<file path="src/rtl/bus_pkg.sv">
// Shared definitions for the two-master split-capable bus arbiter.
// Latency: none (types, constants and pure helper functions only).
// Backpressure: not applicable.
// Contents: arbiter state encoding, master IDs and default ack-timeout sizing.
package bus_pkg;

   // Arbiter ownership states.
   typedef enum logic [1:0] {
      IDLE = 2'd0,
      GNT1 = 2'd1,
      GNT2 = 2'd2
   } arb_state_t;

   // Master identifiers.
   localparam logic M1 = 1'b0;
   localparam logic M2 = 1'b1;

   // Default cycles allowed from grant to ack, and a timer wide enough to hold it.
   localparam int DEFAULT_ACK_TIMEOUT = 16;
   localparam int DEFAULT_CNT_WIDTH   = 5;

   // The master that is not 'id'; used for round-robin tie breaking.
   function automatic logic other_id(input logic id);
      return ~id;
   endfunction

   // Grant state that corresponds to a master ID.
   function automatic arb_state_t gnt_state(input logic id);
      return (id == M2) ? GNT2 : GNT1;
   endfunction

endpackage

</file>
<file path="src/rtl/arb_ack_timer.sv">
// Ack watchdog counter: counts grant cycles and flags the terminal count.
// Latency: count advances one per enabled cycle; tc is combinational from the count.
// Backpressure: none; en simply freezes the count.
// Ports: clk, rst (sync, active-high), clr (force count to zero), en (advance), tc (count == ACK_TIMEOUT-1).
module arb_ack_timer
   import bus_pkg::*;
#(
   parameter int ACK_TIMEOUT = DEFAULT_ACK_TIMEOUT,
   parameter int CNT_WIDTH   = DEFAULT_CNT_WIDTH
) (
   input  logic clk,
   input  logic rst,
   input  logic clr,
   input  logic en,
   output logic tc
);

   localparam logic [CNT_WIDTH-1:0] TC_VAL = CNT_WIDTH'(ACK_TIMEOUT - 1);

   logic [CNT_WIDTH-1:0] cnt;

   // Saturates at the terminal value so a stalled owner cannot wrap the
   // counter back to zero and dodge the timeout.
   always_ff @(posedge clk) begin
      if (rst) begin
         cnt <= '0;
      end else if (clr) begin
         cnt <= '0;
      end else if (en && (cnt != TC_VAL)) begin
         cnt <= cnt + 1'b1;
      end
   end

   assign tc = (cnt == TC_VAL);

endmodule

</file>
<file path="src/rtl/bus_arbiter_split.sv">
// Two-master round-robin bus arbiter with one outstanding split transaction.
// Latency: grant, msel and all pulses are registered; a request sampled in IDLE is granted the next cycle.
// Backpressure: masters hold breq until released; a split master is parked until split_done, then resumed first.
// Ports: clk, rst (sync, active-high); breq1/breq2 requests; ack/ssplit from decoder and slave;
//        split_done from the split slave; bgrant1/bgrant2/msel to the master mux;
//        split_grant/split_err/timeout one-cycle pulses.
module bus_arbiter_split
   import bus_pkg::*;
#(
   parameter int ACK_TIMEOUT = DEFAULT_ACK_TIMEOUT,
   parameter int CNT_WIDTH   = DEFAULT_CNT_WIDTH
) (
   input  logic clk,
   input  logic rst,
   input  logic breq1,
   input  logic breq2,
   input  logic ack,
   input  logic ssplit,
   input  logic split_done,
   output logic bgrant1,
   output logic bgrant2,
   output logic msel,
   output logic split_grant,
   output logic split_err,
   output logic timeout
);

   arb_state_t state;
   logic       split_pend;
   logic       split_id;
   logic       last_id;
   logic       acked;

   logic       in_gnt;
   logic       owner_id;
   logic       owner_req;
   logic       elig1;
   logic       elig2;
   logic       resume;
   logic       pick_vld;
   logic       pick_id;
   logic       timer_tc;
   logic       timer_en;
   logic       timeout_hit;

   assign in_gnt    = (state == GNT1) || (state == GNT2);
   assign owner_id  = (state == GNT2) ? M2 : M1;
   assign owner_req = (owner_id == M2) ? breq2 : breq1;

   // A parked split master is not eligible even with breq held high, so it
   // cannot starve the other master while its slave is busy.
   assign elig1  = breq1 && !(split_pend && (split_id == M1));
   assign elig2  = breq2 && !(split_pend && (split_id == M2));
   assign resume = split_pend && split_done;

   // Selection in IDLE: split resume first, then round-robin among eligibles.
   always_comb begin
      pick_vld = 1'b0;
      pick_id  = M1;
      if (resume) begin
         pick_vld = 1'b1;
         pick_id  = split_id;
      end else if (elig1 && elig2) begin
         pick_vld = 1'b1;
         pick_id  = other_id(last_id);
      end else if (elig1) begin
         pick_vld = 1'b1;
         pick_id  = M1;
      end else if (elig2) begin
         pick_vld = 1'b1;
         pick_id  = M2;
      end
   end

   // Every tenure is preceded by at least one IDLE cycle, so holding the
   // timer clear in IDLE restarts it from zero on each grant. It stops once
   // ack has been seen; an ack in the terminal cycle still wins.
   assign timer_en    = in_gnt && !acked && !ack;
   assign timeout_hit = in_gnt && !acked && !ack && timer_tc;

   arb_ack_timer #(
      .ACK_TIMEOUT (ACK_TIMEOUT),
      .CNT_WIDTH   (CNT_WIDTH)
   ) u_ack_timer (
      .clk (clk),
      .rst (rst),
      .clr (state == IDLE),
      .en  (timer_en),
      .tc  (timer_tc)
   );

   always_ff @(posedge clk) begin
      if (rst) begin
         state       <= IDLE;
         split_pend  <= 1'b0;
         split_id    <= M1;
         last_id     <= M2;      // master 1 wins the first tie
         acked       <= 1'b0;
         bgrant1     <= 1'b0;
         bgrant2     <= 1'b0;
         msel        <= 1'b0;
         split_grant <= 1'b0;
         split_err   <= 1'b0;
         timeout     <= 1'b0;
      end else begin
         split_grant <= 1'b0;
         split_err   <= 1'b0;
         timeout     <= 1'b0;

         case (state)
            IDLE: begin
               acked <= 1'b0;
               if (pick_vld) begin
                  state   <= gnt_state(pick_id);
                  bgrant1 <= (pick_id == M1);
                  bgrant2 <= (pick_id == M2);
                  msel    <= pick_id;
                  if (resume) begin
                     split_grant <= 1'b1;
                     split_pend  <= 1'b0;
                  end
               end
            end

            GNT1, GNT2: begin
               if (ack) begin
                  acked <= 1'b1;
               end
               // ssplit outranks a simultaneous breq fall so the split is kept.
               if (ssplit || !owner_req || timeout_hit) begin
                  state   <= IDLE;
                  bgrant1 <= 1'b0;
                  bgrant2 <= 1'b0;
                  last_id <= owner_id;
                  if (ssplit) begin
                     if (!split_pend) begin
                        split_pend <= 1'b1;
                        split_id   <= owner_id;
                     end else begin
                        // Only one split can be outstanding; this one is
                        // reported and otherwise handled as a release.
                        split_err <= 1'b1;
                     end
                  end else if (owner_req) begin
                     timeout <= 1'b1;
                  end
               end
            end

            default: begin
               state   <= IDLE;
               bgrant1 <= 1'b0;
               bgrant2 <= 1'b0;
            end
         endcase
      end
   end

endmodule

</file>
<file path="config.mk">
export PLATFORM = sky130hd
export DESIGN_NAME = bus_arbiter_split
export DESIGN_NICKNAME = d
export VERILOG_FILES = /design/src/rtl/bus_pkg.sv /design/src/rtl/arb_ack_timer.sv /design/src/rtl/bus_arbiter_split.sv
export SDC_FILE = /design/constraint.sdc
export NUM_CORES = 1
export LEC_CHECK = 0
export CORE_UTILIZATION = 42
export DETAILED_ROUTE_END_ITERATION = 8
export DONT_BUFFER_PORTS = 1
export GPL_TIMING_DRIVEN = 0
export SYNTH_ARGS = -nofsm -noshare
export SYNTH_HDL_FRONTEND = slang
export SYNTH_SLANG_ARGS = --single-unit
</file>
<file path="constraint.sdc">
create_clock -name clk -period 2.3 [get_ports clk]
set_input_delay 0.345 -clock clk [delete_from_list [all_inputs] [get_ports clk]]
set_output_delay 0.345 -clock clk [all_outputs]
set_load 0.005 [all_outputs]
</file>
==> run metrics, run 1 <==
Layout area overhead 7.516%; worst slew pin tran 540.7 ps; Post-CTS Resized 0; layout cell share with drive strength beyond 1 12.64%; Avg Cell Area, Syn 9.226 µm²; Ports 13; vias per cell 5.170; htree depth 1; grt total ovfl 0; # Post-CTS Setup Buffers 0; status finished, final reports clean; vias 579; CTS Sinks 15; main flop type after synthesis dfxtp_1; row count 15; EDFF count, synth 0; asr flop ratio synth 0%; final core utilization 47.68%; Pins Over Slew Limit 0; routability cong. 0.7666; GRT Resource Usage Total 16.29%; first-pass GRT wire length 2.359 mm; 1st-iter DRT viols 7; max_cap viols 0; input/output buffers 0; Data arrival, critical path 2110 ps; Die X 44.70 µm; Leak Pwr 0.0002834 µW; WS Path Type reg -> reg; crit path buf inv count 0; Achievable Freq 516.3 MHz; initial core utilization 44.35%; Synth Instances 83; Worst Clk Skew 0.9606 ps; unrepaired setup endpoints after global routing no; DRC Markers 0; largest net degree at the start of global routing 11; first-pass iteration count of the detailed router 4; Setup TNS 0 ps; Worst setup EP type flop; CP most frequent cell ha_1; Multi-input gate area 434.2 µm²; critical-path cell list ha_1 -> and3_1 -> ha_1 -> nor4b_4 -> nor2_1 -> a2111oi_2; WL/cell 12.00 µm; DRT antenna net count 0; Die ar. 0.001998 mm²; clk root buf clkbuf_4; Finish-stage setup viols 0; FF+latch count, synth 15; final hold violations 0; CP Max Fanout 6; crit-path max cell delay 450 ps; Netlist cell types 32; CTS clock-pin slew for the worst setup and hold paths 80 ps; TritonCTS buffer count 3; Slew HR 63.95%; worst skew pair latency 280 ps; Die Y 44.70 µm; Reg area 300.3 µm²; Filler cells 179; family with the most delay on the worst path simple AND/OR/NAND/NOR gates; WP data required 2480 ps; CTS tree yes; hpwl dp 1.028 mm; CP startpoint kind flop; critical path's slowest cell nor4b_4; Hold-fix buffers, CTS 0; initial antenna violation count 0; nets 99; yosys warns 0; peak supply drop 0.3263 mV; PD cells 698.8 mW/mm²; minimum clock period after layout 1937 ps; mapped cell area 765.7 µm²; Hold Slack 144.3 ps; core area 0.001727 mm²; sequential area share after synthesis 39.22%; vias in the first global route 568; hold crit path type in -> reg; drt total wl 1.344 mm; Tcrit/Tclk final 84.20%; antenna cells 0; clk buf depth 2; post-synth net total 94
[cell usage after synthesis (2+ instances only)]
master / n / area [µm²]
nor3_1: 3 / 15.01
nor2_1: 8 / 30.03
clkbuf_1: 2 / 7.510
inv_1: 4 / 15.01
mux2i_1: 3 / 30.03
o21ai_0: 2 / 10.01
o32ai_1: 3 / 26.28
nor3_2: 2 / 20.02
dfxtp_1: 15 / 300.3
ha_1: 4 / 50.05
nand2_1: 7 / 26.28
xor2_1: 2 / 17.52
and3_1: 2 / 12.51
nand2b_1: 4 / 25.02
a21oi_1: 5 / 25.02
[state kept, by name (all words and copies together), names as in the netlist]
| register | cells |
|---|---|
| split_pend | 1 |
| last_id | 1 |
| split_err | 1 |
| msel | 1 |
| bgrant2 | 1 |
| bgrant1 | 1 |
| timeout | 1 |
| acked | 1 |
| split_grant | 1 |
| split_id | 1 |
| u_ack_timer.cnt | 5 |
[power by group]
group          total [µW]  leakage [µW]  switching [µW]  internal, µW
registers             295      0.000122            15.8           279
clock network         146     0.0000150            78.9          67.2
logic                 134      0.000147            76.9          57.6
total                 575      0.000283             172           404
[through the flow]
step                setup slack (ps)  total power (µW)  std cells  cell area [µm²]
floorplan                      489.7             410.7         83            765.7
global placement               360.6             436.3        108            797.0
detailed placement             354.1             437.2        108            797.0
CTS                            336.7             589.4        112            823.3
global route                   168.4             620.9        112            823.3
finish                         363.3             575.3        112            823.3
[final timing paths]
path | from | endpoint | slack [ps] | cells past startpoint
worst max-delay path | u_ack_timer.cnt[0] | u_ack_timer.cnt[4] | 360 | 6
worst min register to register | msel | msel | 520 | 2
worst min-delay path | ssplit | timeout | 140 | 1
worst max register to register | u_ack_timer.cnt[0] | u_ack_timer.cnt[4] | 360 | 6
[area by class of cell]
cell class,instances,area share (%)
Multi-Input combinational cell,60,52.74
Buffer,3,1.520
Inverter,5,2.280
Tap cell,25,3.799
Clock buffer,4,3.191
Sequential cell,15,36.47
[layout by cell type, fill, tap and decap left out, drive strengths merged, types with 3 or more instances in the layout]
master / instances
a21oi: 5
clkbuf: 6
dfxtp: 15
ha: 4
inv: 5
mux2i: 3
nand2: 7
nand2b: 4
nor2: 8
nor3: 5
o32ai: 3
[kinds of logic (layout without fill, tap and decap cells)]
kind of cell	count (synthesis)	count (layout)	synth area share (%)
and+or+nand+nor	34	34	27.29
AOI/OAI and AO/OA	15	15	14.05
muxes	4	4	5.392
DFF	15	15	39.22
xor gates and xnor gates	3	3	3.432
adders and majority gates	4	4	6.536
buffers and inverters	8	12	4.084
[layer usage]
| metal | vias to the layer above | global-route usage (%) | share of wire (%) |
|---|---|---|---|
| li1 | 304 | - | - |
| met1 | 263 | 19.45 | 49 |
| met2 | 12 | 27.35 | 46 |
| met3 | 0 | 6.800 | 4.8 |
| met4 | 0 | 3.636 | 0 |
| met5 | - | 0 | 0 |
(Power assumes the default switching activity.)
==> run 2, diff against run 1 <==
==> constraint.sdc (replaced) <==
create_clock -name clk -period 1.8 [get_ports clk]
set_input_delay 0.27 -clock clk [delete_from_list [all_inputs] [get_ports clk]]
set_output_delay 0.27 -clock clk [all_outputs]
set_load 0.005 [all_outputs]
==> run metrics, run 2 (same netlist as run 1, synthesis figures left out) <==
Slew HR 64.68% (was 63.95%); Sw Ratio 31.13% (was 29.82%); core area 0.001727 mm² (unchanged); htree depth 1 (unchanged); max FFs per register 5 (unchanged); Psw 243.6 µW (was 171.5 µW); status finished, final reports clean (unchanged); grt total ovfl 0 (unchanged); Achievable Freq 578.1 MHz (was 516.3 MHz); CTS tree yes (unchanged); crit-path max cell delay 340 ps (was 450 ps); Pins Over Slew Limit 0 (unchanged); vias 622 (was 579); Die Y 44.70 µm (unchanged); Worst Hold Launch ssplit (unchanged); TritonCTS buffer count 3 (unchanged); non-filler cells, final 117 (was 112); critical-path cell list ha_2 -> and3_4 -> ha_4 -> nor4b_4 -> buf_4 -> mux2i_1 -> nor3_1 (was ha_1 -> and3_1 -> ha_1 -> nor4b_4 -> nor2_1 -> a2111oi_2); max_cap viols 0 (unchanged); WL/cell 12.67 µm (was 12.00 µm); Worst setup EP type flop (unchanged); Reg2Reg Capture Point u_ack_timer.cnt[1] (was u_ack_timer.cnt[4]); share of power burned in the clock network 25.3% (was 25.4%); GRT Resource Usage Total 16.93% (was 16.29%); most common cell after layout, fill and taps aside dfxtp_1 (unchanged); critical path's slowest cell dfxtp_2 (was nor4b_4); initial core utilization 44.35% (unchanged); placed cells 108 (unchanged); Finish-stage setup viols 0 (unchanged); PD cells 863.8 mW/mm² (was 698.8 mW/mm²); CP startpoint kind flop (unchanged); r2r setup slk 70 ps (was 360 ps); hpwl dp 1.015 mm (was 1.028 mm); hold path depth 1 (unchanged); CP Max Fanout 6 (unchanged); layout cell share with drive strength beyond 1 27.17% (was 12.64%); family with the most delay on the worst path simple AND/OR/NAND/NOR gates (unchanged); Layout area overhead 18.30% (was 7.516%); worst slew pin tran 529.8 ps (was 540.7 ps); DRC Markers 0 (unchanged); Tcrit/Tclk final 96.10% (was 84.20%); Leak Pwr 0.0003145 µW (was 0.0002834 µW); clk buf depth 2 (unchanged); vias per cell 5.316 (was 5.170); Worst Clk Skew 2.679 ps (was 0.9606 ps); DRT antenna net count 0 (unchanged); dpl cell area 797.0 µm² (unchanged); largest net degree at the start of global routing 11 (unchanged); Hold Slack 57.69 ps (was 144.3 ps); antenna cells 0 (unchanged); RR Startpoint u_ack_timer.cnt[0] (unchanged); Multi-input gate area 475.5 µm² (was 434.2 µm²); Most flops, register u_ack_timer.cnt (unchanged); Data arrival, critical path 1890 ps (was 2110 ps); part of the power in combinational logic 26.5% (was 23.4%); peak supply drop 0.4278 mV (was 0.3263 mV); first-pass GRT wire length 2.394 mm (was 2.359 mm); worst skew pair latency 280 ps (about the same); final hold violations 0 (unchanged); initial antenna violation count 0 (unchanged); Hold-fix buffers, CTS 0 (unchanged); first-pass iteration count of the detailed router 4 (unchanged); Filler cells 172 (was 179); input/output buffers 0 (unchanged); Reg area 302.8 µm² (was 300.3 µm²); 1st-iter DRT viols 13 (was 7); most frequent cells in the layout dfxtp_1, nor2_1, nand2_1, a21oi_1, buf_4 (was dfxtp_1, nor2_1, nand2_1, a21oi_1); Die X 44.70 µm (unchanged); nets 104 (was 99); vias in the first global route 540 (was 568); routability cong. 0.7147 (was 0.7666); WP data required 1960 ps (was 2480 ps); minimum clock period after layout 1730 ps (was 1937 ps); Cell Int Power 538.9 µW (was 403.8 µW); fin area 905.9 µm² (was 823.3 µm²); Die ar. 0.001998 mm² (unchanged); WS Path Type reg -> reg (unchanged); CTS Sinks 15 (unchanged); Reg power frac 48.2% (was 51.2%); CTS clock-pin slew for the worst setup and hold paths 100 ps (was 80 ps); reg2reg path depth 7 (was 6); drt total wl 1.482 mm (was 1.344 mm); crit path buf inv count 1 (was 0); clk root buf clkbuf_4 (unchanged); hold crit path type in -> reg (unchanged); row count 15 (unchanged); hold path endpoint timeout (unchanged); Ports 13 (unchanged)
[run 2: cell types whose count changed in the layout (fill, tap and decap cells not counted), sizes merged]
cell | before | now
clkinv | 0 | 1
buf | 1 | 6
clkbuf | 6 | 5
[run 2: final cells by class]
class,instances,share of cell area [%]
flip-flops and latches,15,33.43
well taps,25,3.453
multi-input cells,60,52.49
clock buffers,3,2.486
plain buffers,3,1.381
inverters,5,2.072
repair buffers,5,4.144
clock inverters,1,0.5525
[run 2: power by group through the flow]
stage	logic, µW	registers [µW]	clock network (µW)
floorplan	144	381	0
global placement	173	385	0
detailed placement	174	385	0
CTS	191	377	204
global route	229	382	228
finish	207	377	198
[run 2: per-layer routing]
| metal | wire length, µm | vias up | part of all wire, % | global-route usage [%] |
|---|---|---|---|---|
| met5 | 0 | - | 0 | 0 |
| met4 | 14 | 0 | 0.94 | 9.091 |
| met3 | 70 | 2 | 4.7 | 6.400 |
| met2 | 703 | 10 | 47 | 25.59 |
| met1 | 694 | 292 | 47 | 20.84 |
| li1 | - | 318 | - | - |
[run 2: how the worst max path moves through the flow]
stage                                   from                  to  cells after the start
after global routing      u_ack_timer.cnt[0]  u_ack_timer.cnt[1]                      7
after detailed placement  u_ack_timer.cnt[0]  u_ack_timer.cnt[4]                      6
after global placement    u_ack_timer.cnt[0]  u_ack_timer.cnt[3]                      7
final                     u_ack_timer.cnt[0]  u_ack_timer.cnt[1]                      7
after CTS                 u_ack_timer.cnt[1]             bgrant2                      7
after floorplan           u_ack_timer.cnt[0]  u_ack_timer.cnt[3]                      7
[run 2: timing repair]
action,in CTS,in global routing
pin swaps,7,4
gates resized for setup,3,7
buffers inserted,4,1
endpoints found under the setup margin,6,6
[run 2: per-stage QoR]
stage	worst slack (ps)	TNS [ps]	power, µW	util (%)
after floorplan	32.20	0	525.0	-
after global placement	-90.69	-214.9	557.3	46.16
after detailed placement	-129.4	-323.6	558.8	46.16
after CTS	0.4043	0	772.4	49.78
after global routing	-14.95	-14.95	839.4	52.46
final	70.28	0	782.5	52.46
[run 2: worst register-to-register path, stage by stage (launching register included)]
cell and delay, ps:
dfxtp_2 340, ha_2 190, and3_4 180, ha_4 160, nor4b_4 330, buf_4 180
mux2i_1 170, nor3_1 70
==> run 3, diff against run 2 <==
--- a/config.mk
+++ b/config.mk
@@ -11,4 +11,5 @@
 export GPL_TIMING_DRIVEN = 0
 export SYNTH_ARGS = -nofsm -noshare
 export SYNTH_HDL_FRONTEND = slang
+export SYNTH_HIERARCHICAL = 1
 export SYNTH_SLANG_ARGS = --single-unit
==> run metrics, run 3 <==
Worst Clk Skew 3.112 ps (was 2.679 ps); Die X 45.12 µm (was 44.70 µm); initial antenna violation count 0 (unchanged); Worst setup EP type flop (unchanged); initial core utilization 45.22% (was 44.35%); hpwl dp 1.105 mm (was 1.015 mm); first-pass iteration count of the detailed router 4 (unchanged); Leak Pwr 0.0003558 µW (was 0.0003145 µW); core area 0.001727 mm² (unchanged); crit path buf inv count 0 (was 1); input/output buffers 0 (unchanged); Die Y 45.12 µm (was 44.70 µm); placed cells 114 (was 108); TritonCTS buffer count 3 (unchanged); hold crit path type in -> reg (unchanged); vias 665 (was 622); layout cell share with drive strength beyond 1 30.69% (was 27.17%); Ports 13 (unchanged); vias in the first global route 668 (was 540); sequential area share after synthesis 38.46% (was 39.22%); mapped cell area 780.7 µm² (was 765.7 µm²); fin worst setup slack -162.4 ps (was 70.28 ps); CP startpoint kind flop (unchanged); top post-synthesis cells by count dfxtp_1, nor2_1, nand2_1, inv_1, a21oi_1 (was dfxtp_1, nor2_1, nand2_1, a21oi_1); critical path's slowest cell or4b_4 (was dfxtp_2); drt total wl 1.643 mm (was 1.482 mm); failing checks setup timing; minimum clock period after layout 1962 ps (was 1730 ps); most frequent cells in the layout dfxtp_1, buf_4, nor2_1, nand2_1 (was dfxtp_1, nor2_1, nand2_1, a21oi_1, buf_4); non-filler cells, final 126 (was 117); Setup TNS -256.9 ps (was 0 ps); CTS Sinks 15 (unchanged); Synth Instances 89 (was 83); CTS tree yes (unchanged); DRT antenna net count 0 (unchanged); status complete, but fails checks (was finished, final reports clean); largest net degree at the start of global routing 11 (unchanged); clk root buf clkbuf_4 (unchanged); WL/cell 13.04 µm (was 12.67 µm); WP data required 1980 ps (was 1960 ps); max FFs per register 5 (unchanged); WS Path Type reg -> reg (unchanged); worst skew pair latency 270 ps (was 280 ps); grt total ovfl 0 (unchanged); CP Max Fanout 2 (was 6); Tot Pwr 781.1 µW (was 782.5 µW); asr flop ratio synth 0% (unchanged); Finish-stage setup viols 3 (was 0); routability cong. 0.7298 (was 0.7147); Slew HR 66.41% (was 64.68%); FF+latch count, synth 15 (unchanged); family with the most delay on the worst path simple AND/OR/NAND/NOR gates (unchanged); Filler cells 166 (was 172); first-pass GRT wire length 2.718 mm (was 2.394 mm); vias per cell 5.278 (was 5.316); htree depth 1 (unchanged); critical-path cell list ha_4 -> and3_4 -> ha_4 -> or3b_4 -> nand4b_1 -> or4b_4 -> o311ai_4 (was ha_2 -> and3_4 -> ha_4 -> nor4b_4 -> buf_4 -> mux2i_1 -> nor3_1); Pins Over Slew Limit 0 (unchanged); Most flops, register u_ack_timer/cnt (was u_ack_timer.cnt); unrepaired setup endpoints after global routing yes; Hold-fix buffers, CTS 0 (unchanged); Layout area overhead 26.92% (was 18.30%); worst slew pin tran 503.9 ps (was 529.8 ps); yosys warns 6 (was 0); dpl ws -271.3 ps (was -129.4 ps); Data arrival, critical path 2140 ps (was 1890 ps); DRC Markers 0 (unchanged); EDFF count, synth 0 (unchanged); clk buf depth 2 (unchanged); Die ar. 0.002035 mm² (was 0.001998 mm²); max_cap viols 0 (unchanged); 1st-iter DRT viols 4 (was 13); nets 113 (was 104); share of the synthesized area in the top cell type 38.46% (was 39.22%); antenna cells 0 (unchanged); Netlist cell types 37 (was 32); GRT Resource Usage Total 18.93% (was 16.93%); CP most frequent cell ha_4; Achievable Freq 509.6 MHz (was 578.1 MHz); main flop type after synthesis dfxtp_1 (unchanged); row count 15 (unchanged); post-synth net total 100 (was 94); PD cells 788.3 mW/mm² (was 863.8 mW/mm²); CTS clock-pin slew for the worst setup and hold paths 90 ps (was 100 ps); peak supply drop 0.4932 mV (was 0.4278 mV); Tcrit/Tclk final 109.0% (was 96.10%); Avg Cell Area, Syn 8.772 µm² (was 9.226 µm²); Yosys top cell by area dfxtp_1 (unchanged); most common cell after layout, fill and taps aside dfxtp_1 (unchanged); final hold violations 0 (unchanged); most numerous cell in the Yosys netlist dfxtp_1 (unchanged); crit-path max cell delay 490 ps (was 340 ps); synth top area cells dfxtp_1, ha_1, nor2_1 (was dfxtp_1, ha_1, mux2i_1)
run 3: layout make-up:
cell class                      instances  area (µm²)  share of cell area [%]
Buffer                                  2       8.758                  0.8838
Clock buffer                            4       26.28                   2.652
Inverter                                6       22.52                   2.273
Multi-Input combinational cell         65       530.5                   53.54
Sequential cell                        15       304.0                   30.68
Tap cell                               25       31.28                   3.157
Timing Repair Buffer                    9       67.56                   6.818
run 3: timing repair:
item | in CTS | in global routing
pin swaps | 3 | 3
endpoints found under the hold margin | 0 | 0
gates resized for setup | 7 | 5
endpoints found under the setup margin | 8 | 4
buffers inserted | 65 | 4
gates cloned | 0 | 0
run 3: logic make-up (layout without fill, tap and decap cells):
| kind of cell | Yosys count | count (layout) | share of synthesized area (%) |
|---|---|---|---|
| multiplexers | 3 | 3 | 4.006 |
| buffers and inverters | 9 | 21 | 4.487 |
| adder cells (fa/ha/maj) | 4 | 4 | 6.411 |
| flip-flops | 15 | 15 | 38.46 |
| AO/OA/AOI/OAI | 20 | 20 | 17.31 |
| XOR/XNOR | 2 | 2 | 2.244 |
| AND/OR/NAND/NOR | 36 | 36 | 27.09 |
run 3: worst paths after layout:
kind	cells after the start	to	slack (ps)	startpoint
worst max-delay path	7	state[0]	-160	u_ack_timer/cnt[0]
worst min-delay path	2	acked	130	ack
worst max register to register	7	state[0]	-160	u_ack_timer/cnt[0]
worst min register to register	2	u_ack_timer/cnt[3]	500	u_ack_timer/cnt[3]
run 3: metrics by stage:
stage / hold WS [ps] / util [%] / cell area [µm²]
after floorplan: 413.3 / - / 805.8
after global placement: 423.5 / 48.48 / 837.1
after detailed placement: 427.9 / 48.48 / 837.1
after CTS: 127.2 / 54.78 / 945.9
after global routing: 120.8 / 57.39 / 991.0
final: 133.8 / 57.39 / 991.0
run 3: layer usage:
metal / GRT usage [%] / share of wire, % / wire length (µm)
met3: 5.200 / 3.9 / 64
met1: 23.51 / 48 / 783
met2: 31.01 / 47 / 779
met4: 7.273 / 0.97 / 16
met5: 0 / 0 / 0
run 3: where the power goes:
part / switching (µW) / internal [µW] / leakage (µW) / total [µW]
Sequential: 16.9 / 356 / 0.000123 / 373
Clock: 100 / 85.8 / 0.0000150 / 186
Combinational: 116 / 107 / 0.000218 / 223
